### config.mk
export PLATFORM = sky130hd
export DESIGN_NAME = trap_sequencer
export DESIGN_NICKNAME = d
export VERILOG_FILES = /design/src/rtl/trap_sequencer.sv
export SDC_FILE = /design/constraint.sdc
export NUM_CORES = 1
export LEC_CHECK = 0
export ABC_AREA = 0
export CORE_UTILIZATION = 42
export DETAILED_ROUTE_END_ITERATION = 8
export HOLD_SLACK_MARGIN = 0.12
export PLACE_DENSITY = 0.77
export SLEW_MARGIN = 20
export SYNTH_ARGS = -nofsm -noshare
export SYNTH_HDL_FRONTEND = slang
export SYNTH_SLANG_ARGS = --single-unit
### constraint.sdc
create_clock -name clk -period 1.9 [get_ports clk]
set_input_delay 0.57 -clock clk [delete_from_list [all_inputs] [get_ports clk]]
set_output_delay 0.57 -clock clk [all_outputs]
set_load 0.05 [all_outputs]
### src/rtl/trap_sequencer.sv
// trap_sequencer: machine-mode trap controller that sequences mepc/mcause/mtval/mstatus writes
// over one CSR write port, stalls the pipeline, then redirects. Optional macro: TRAP_VECTORED_EN.
`timescale 1ns/1ps
module trap_sequencer #(
    parameter int XLEN            = 32,
    parameter int IRQ_SYNC_STAGES = 2
) (
    input  logic            clk,
    input  logic            reset_x,
    input  logic            inst_valid,
    input  logic [XLEN-1:0] Di_PC,
    input  logic [31:0]     inst,
    input  logic            ecall,
    input  logic            illegal,
    input  logic            mret,
    input  logic            irq_ext,
    input  logic            irq_tmr,
    input  logic            irq_sw,
    input  logic [XLEN-1:0] mstatus_in,
    input  logic [XLEN-1:0] mie_in,
    input  logic [XLEN-1:0] mtvec_in,
    input  logic [XLEN-1:0] mepc_in,
    output logic            wcsr_n,
    output logic [11:0]     wr1_addr,
    output logic [XLEN-1:0] data1_in,
    output logic            stall,
    output logic            redirect,
    output logic [XLEN-1:0] redirect_pc,
    output logic            trap_busy
);

    localparam logic [2:0] S_IDLE    = 3'd0;
    localparam logic [2:0] S_W_EPC   = 3'd1;
    localparam logic [2:0] S_W_CAUSE = 3'd2;
    localparam logic [2:0] S_W_TVAL  = 3'd3;
    localparam logic [2:0] S_W_STAT  = 3'd4;
    localparam logic [2:0] S_R_STAT  = 3'd5;
    localparam logic [2:0] S_REDIR   = 3'd6;

    localparam logic [11:0] A_MSTATUS = 12'h300;
    localparam logic [11:0] A_MEPC    = 12'h341;
    localparam logic [11:0] A_MCAUSE  = 12'h342;
    localparam logic [11:0] A_MTVAL   = 12'h343;

    // Synchroniser chain per irq line, bit order {ext, tmr, sw}.
    logic [IRQ_SYNC_STAGES-1:0][2:0] sync_q;
    logic [2:0]                      irq_s;

    always_ff @(posedge clk or negedge reset_x) begin
        if (!reset_x) begin
            sync_q <= '0;
        end else begin
            sync_q[0] <= {irq_ext, irq_tmr, irq_sw};
            for (int i = 1; i < IRQ_SYNC_STAGES; i++) sync_q[i] <= sync_q[i-1];
        end
    end

    assign irq_s = sync_q[IRQ_SYNC_STAGES-1];

    logic p_mei, p_msi, p_mti;
    assign p_mei = irq_s[2] & mie_in[11] & mstatus_in[3];
    assign p_mti = irq_s[1] & mie_in[7]  & mstatus_in[3];
    assign p_msi = irq_s[0] & mie_in[3]  & mstatus_in[3];

    logic       take_exc, take_mret, take_irq, accept;
    logic [3:0] code_sel;
    logic [2:0] state_q, state_d;

    always_comb begin
        // NOTE: every always_comb output is defaulted first so no path can infer a latch.
        take_exc  = 1'b0;
        take_mret = 1'b0;
        take_irq  = 1'b0;
        code_sel  = 4'd0;
        if (illegal)     begin take_exc = 1'b1; code_sel = 4'd2;  end
        else if (ecall)  begin take_exc = 1'b1; code_sel = 4'd11; end
        else if (mret)   take_mret = 1'b1;
        else if (p_mei)  begin take_irq = 1'b1; code_sel = 4'd11; end
        else if (p_msi)  begin take_irq = 1'b1; code_sel = 4'd3;  end
        else if (p_mti)  begin take_irq = 1'b1; code_sel = 4'd7;  end
    end

    assign accept = (state_q == S_IDLE) && inst_valid && (take_exc || take_mret || take_irq);

    function automatic logic [XLEN-1:0] trap_status(input logic [XLEN-1:0] s);
        logic [XLEN-1:0] r;
        r        = s;
        r[7]     = s[3];
        r[3]     = 1'b0;
        r[12:11] = 2'b11;
        return r;
    endfunction

    function automatic logic [XLEN-1:0] mret_status(input logic [XLEN-1:0] s);
        logic [XLEN-1:0] r;
        r        = s;
        r[3]     = s[7];
        r[7]     = 1'b1;
        r[12:11] = 2'b11;
        return r;
    endfunction

    logic [3:0]      code_q, code_d;
    logic            is_irq_q, is_irq_d;
    logic [XLEN-1:0] tval_q, tval_d, mstatus_q, mstatus_d, mtvec_q, mtvec_d, mepc_q, mepc_d;
    logic            wcsr_n_q, wcsr_n_d, redirect_q, redirect_d;
    logic [11:0]     addr_q, addr_d;
    logic [XLEN-1:0] data_q, data_d, rpc_q, rpc_d;
    logic [XLEN-1:0] cause_word, trap_base, trap_target;

    always_comb begin
        cause_word          = '0;
        cause_word[XLEN-1]  = is_irq_q;
        cause_word[3:0]     = code_q;
    end

    assign trap_base = {mtvec_q[XLEN-1:2], 2'b00};
`ifdef TRAP_VECTORED_EN
    assign trap_target = (is_irq_q && mtvec_q[1:0] == 2'b01)
                       ? trap_base + XLEN'({code_q, 2'b00}) : trap_base;
`else
    assign trap_target = trap_base;
`endif

    always_comb begin
        state_d    = state_q;
        code_d     = code_q;
        is_irq_d   = is_irq_q;
        tval_d     = tval_q;
        mstatus_d  = mstatus_q;
        mtvec_d    = mtvec_q;
        mepc_d     = mepc_q;
        wcsr_n_d   = 1'b1;
        addr_d     = '0;
        data_d     = '0;
        redirect_d = 1'b0;
        rpc_d      = rpc_q;
        case (state_q)
            S_IDLE: begin
                if (accept) begin
                    code_d    = code_sel;
                    is_irq_d  = take_irq;
                    tval_d    = '0;
                    if (illegal) tval_d[31:0] = inst;
                    mstatus_d = mstatus_in;
                    mtvec_d   = mtvec_in;
                    mepc_d    = mepc_in;
                    wcsr_n_d  = 1'b0;
                    if (take_mret) begin
                        state_d = S_R_STAT;
                        addr_d  = A_MSTATUS;
                        data_d  = mret_status(mstatus_in);
                    end else begin
                        state_d = S_W_EPC;
                        addr_d  = A_MEPC;
                        data_d  = Di_PC;
                    end
                end
            end
            S_W_EPC:   begin state_d = S_W_CAUSE; wcsr_n_d = 1'b0; addr_d = A_MCAUSE; data_d = cause_word; end
            S_W_CAUSE: begin state_d = S_W_TVAL;  wcsr_n_d = 1'b0; addr_d = A_MTVAL;  data_d = tval_q; end
            S_W_TVAL:  begin
                state_d  = S_W_STAT;
                wcsr_n_d = 1'b0;
                addr_d   = A_MSTATUS;
                data_d   = trap_status(mstatus_q);
            end
            S_W_STAT:  begin state_d = S_REDIR; redirect_d = 1'b1; rpc_d = trap_target; end
            S_R_STAT:  begin state_d = S_REDIR; redirect_d = 1'b1; rpc_d = mepc_q; end
            default:   state_d = S_IDLE;
        endcase
    end

    always_ff @(posedge clk or negedge reset_x) begin
        // NOTE: sequential state uses non-blocking assignments so all flops update together.
        if (!reset_x) begin
            state_q    <= S_IDLE;
            code_q     <= '0;
            is_irq_q   <= 1'b0;
            tval_q     <= '0;
            mstatus_q  <= '0;
            mtvec_q    <= '0;
            mepc_q     <= '0;
            wcsr_n_q   <= 1'b1;
            addr_q     <= '0;
            data_q     <= '0;
            redirect_q <= 1'b0;
            rpc_q      <= '0;
        end else begin
            state_q    <= state_d;
            code_q     <= code_d;
            is_irq_q   <= is_irq_d;
            tval_q     <= tval_d;
            mstatus_q  <= mstatus_d;
            mtvec_q    <= mtvec_d;
            mepc_q     <= mepc_d;
            wcsr_n_q   <= wcsr_n_d;
            addr_q     <= addr_d;
            data_q     <= data_d;
            redirect_q <= redirect_d;
            rpc_q      <= rpc_d;
        end
    end

    assign wcsr_n      = wcsr_n_q;
    assign wr1_addr    = addr_q;
    assign data1_in    = data_q;
    assign redirect    = redirect_q;
    assign redirect_pc = rpc_q;
    assign trap_busy   = (state_q != S_IDLE);
    assign stall       = trap_busy | accept;

    // Enable bits for non-machine interrupt sources are not used here.
    logic unused_bits;
`ifdef TRAP_VECTORED_EN
    assign unused_bits = ^{mie_in[XLEN-1:12], mie_in[10:8], mie_in[6:4], mie_in[2:0]};
`else
    assign unused_bits = ^{mie_in[XLEN-1:12], mie_in[10:8], mie_in[6:4], mie_in[2:0], mtvec_q[1:0]};
`endif

endmodule

==> results.yml <==
pwr:
  pwr_density_cell_mw_per_mm2: 1729
  report.power.total_w: 0.02313
  leakage_nw: 6.159
  worst_ir_drop_vdd_uv: 1049
detailed_routing:
  postRouteAntennaNets: 0
  wirelength_um: 24720
  remaining_drc_errors: 0
  wl_per_cell_um: 19.30
  routed_via_density: 5.041
  vias: 6457
  drt_iter0_drc: 223
  drt-pass1-iter-count: 4
synth:
  synth-simple-area-share_pct: 4.571
  yosysSeqAreaShare_pct: 58.96
  synthAdderAreaFrac_pct: 0
  netlist_area_mm2: 0.008787
  yosysWarnings: 0
  synthCells: 693
  synth_compound_area_share_pct: 6.507
  synth.avg_cell_area_um2: 12.68
  synth_mux_area_share_pct: 25.13
  synth_top_family_by_area: "multiplexers"
  ys_seq_elements: 207
  synth.distinct_cells: 39
  synth_xor_area_share_pct: 0
placement:
  routabilityCongestion: 0.7716
  dpl.hpwl_um: 15390
  io_buffers: 240
  place_area_mm2: 0.01164
  dpl.cell_count: 1200
worst_hold_path:
  hold_class: "reg2reg"
final_layout:
  fin_nets: 1195
  syn_to_final_growth_pct: 52.24
  fin_cells: 1281
  n_fill_cell: 1481
  drive_above_1_share_pct: 30.10
  design_area_mm2: 0.01338
global_routing:
  grt_pass1_wl_um: 35230
  track_usage_pct: 20.66
  grt_pass1_vias: 6708
  antenna_found_initial: 1
  grt_overflow: 0
  grt_max_degree: 75
clocking:
  ctsRootBufferMaster: "clkbuf_16"
  cts.sink_count: 207
  worstSkewPairLatency_ps: 520
  cts_buffer_depth: 3
  cts_made_buffers: 23
  htree_num_levels: 1
  cts_tree: "yes"
  clkTransAtPathRegs_ps: 60
critical_path:
  cp_common_cell: "nand2_4"
  path_class: "reg2out"
  worstPathArrival_ps: 1540
  worstPathRequired_ps: 1330
  crit_path_max_fanout: 2
  crit_chain: "a22o_1 > nand2_4 > a31o_4 > nand2_4 > buf_8"
  startpoint_type: "flip-flop"
  cp-end-kind: "output pin"
  slowest_delay_ps: 380
  critPathSlowestCell: "dfrtp_1"
run_status:
  violations: "setup timing"
  status: "complete, but fails checks"
timing:
  finalMaxSlewViolations: 0
  setup_viol: 47
  skew_ps: 26.13
  setup_tns_ps: -1457
  hold_ws_ps: 348.4
  rsz0062_at_grt: "yes"
  worst_slack_ps: -212.4
  period_share_pct: 111.2
  min_period_ps: 2112
  finalHoldViolations: 0
  max_freq_mhz: 473.4
run:
  cap_violations: 0
floorplanning:
  die-area_mm2: 0.02150
  fp-row-count: 52
  start_util_pct: 43.15
  coreArea_mm2: 0.02036
  fp.dieH_um: 146.6
  chipWidth_um: 146.6
  ios: 281
==> cell type report <==
cell class	instances	area, µm²	area share (%)
sequential	207	5185	38.76
multi-input combinational	402	3577	26.74
timing repair buffer	323	3356	25.08
clock buffer	32	679.4	5.079
tap	270	337.8	2.525
inverter	37	138.9	1.038
clock inverter	9	101.3	0.7576
antenna	1	2.502	0.01871
==> path summary, 6_finish.rpt <==
path	startpoint	endpoint	slack, ps	cells past startpoint
worst max-delay path	irq_s[2]	stall	-210	5
worst min-delay path	sync_q[1]	irq_s[1]	350	0
worst max register to register	state_q[0]	mtvec_q[21]	-90	8
worst min register to register	sync_q[1]	irq_s[1]	350	0
max in group asynchronous	reset_x	redirect_pc[31]	770	3
min in group asynchronous	reset_x	sync_q[2]	560	2
==> per-layer routing <==
metal | wire, µm | GRT usage, %
met5 | 0 | 0
met3 | 1904 | 5.938
met4 | 463 | 5.990
met1 | 9864 | 25.34
met2 | 12480 | 35.28
==> cells by family after synthesis <==
logic type / after synthesis
other: 1
AND/OR/NAND/NOR: 94
flip-flops: 207
buffers and inverters: 90
AO/OA/AOI/OAI: 92
multiplexers: 209
==> synth_stat cells (all sizes together) <==
cell	count	area, µm²
dfrtp	206	5155
mux2i	116	1161
mux2	93	1047
nand2	75	284.0
inv	37	138.9
o21ai	37	185.2
buf	35	214.0
o22ai	32	200.2
clkbuf	18	67.56
nor2	7	26.28
a21oi	4	20.02
a22oi	4	30.03
nand2b	4	25.02
a21o	3	22.52
a31o	2	17.52
a31oi	2	27.53
nand3	2	10.01
nor3	2	26.28
a211oi	1	7.510
a22o	1	8.760
conb	1	3.750
dfstp	1	26.28
nand3b	1	7.510
nand4b	1	8.760
nor2b	1	6.260
nor3b	1	7.510
o211ai	1	7.510
o21a	1	7.510
o21ba	1	10.01
o22a	1	8.760
o2bb2a	1	10.01
o32ai	1	8.760
==> per-stage QoR <==
stage,utilization (%),worst slack (ps)
2_1_floorplan,-,10.48
3_3_place_gp,57.15,-573.4
3_5_place_dp,57.15,-598.3
4_1_cts,61.41,-234.7
5_1_grt,65.69,-271.6
6_report,65.69,-212.4
==> report_power, final <==
group	leakage (nW)	total (W)	internal, W	switching (W)
combinational	3.21	0.0110	0.00510	0.00587
clock	0.389	0.00455	0.00276	0.00178
sequential	2.56	0.00761	0.00652	0.00109
total	6.16	0.0231	0.0144	0.00875
==> cell usage in the layout, fill, tap and decap left out, types with 13 or more instances in the layout <==
cell type        synthesis  routed
mux2i_1                116     116
o21ai_0                 37      37
clkdlybuf4s50_1          0     158
mux2_4                   0      85
buf_12                   0      18
buf_6                    2      13
nand2_1                 74      72
buf_4                   12     108
o22ai_1                 32      32
dfrtp_1                206     205
clkbuf_16                0      34
inv_1                   37      36
==> repair_timing <==
item,CTS,global route
gates resized for setup,20,107
hold buffers,1,0
cloned,0,13
pin swaps,7,3
endpoints found under the hold margin,28,0
setup endpoints to repair,104,88
setup buffers,5,21
==> registers in the layout, summed over array words and instances, names as in the netlist <==
signal       flops
data1_in        32
mepc_q          32
redirect_pc     32
tval_q          32
mtvec_q         30
mstatus_q       29
code_q           4
wr1_addr         4
irq_s            3
state_q          3
sync_q           3
is_irq_q         1
redirect         1
wcsr_n           1
==> critical path: cells and delay by family (launching register included) <==
| family | cells | cell delay (ps) |
|---|---|---|
| DFF | 1 | 380 |
| AOI/OAI and AO/OA | 2 | 390 |
| and+or+nand+nor | 2 | 130 |
| buffers and inverters | 1 | 140 |
Power figures use the tool's default switching activity.
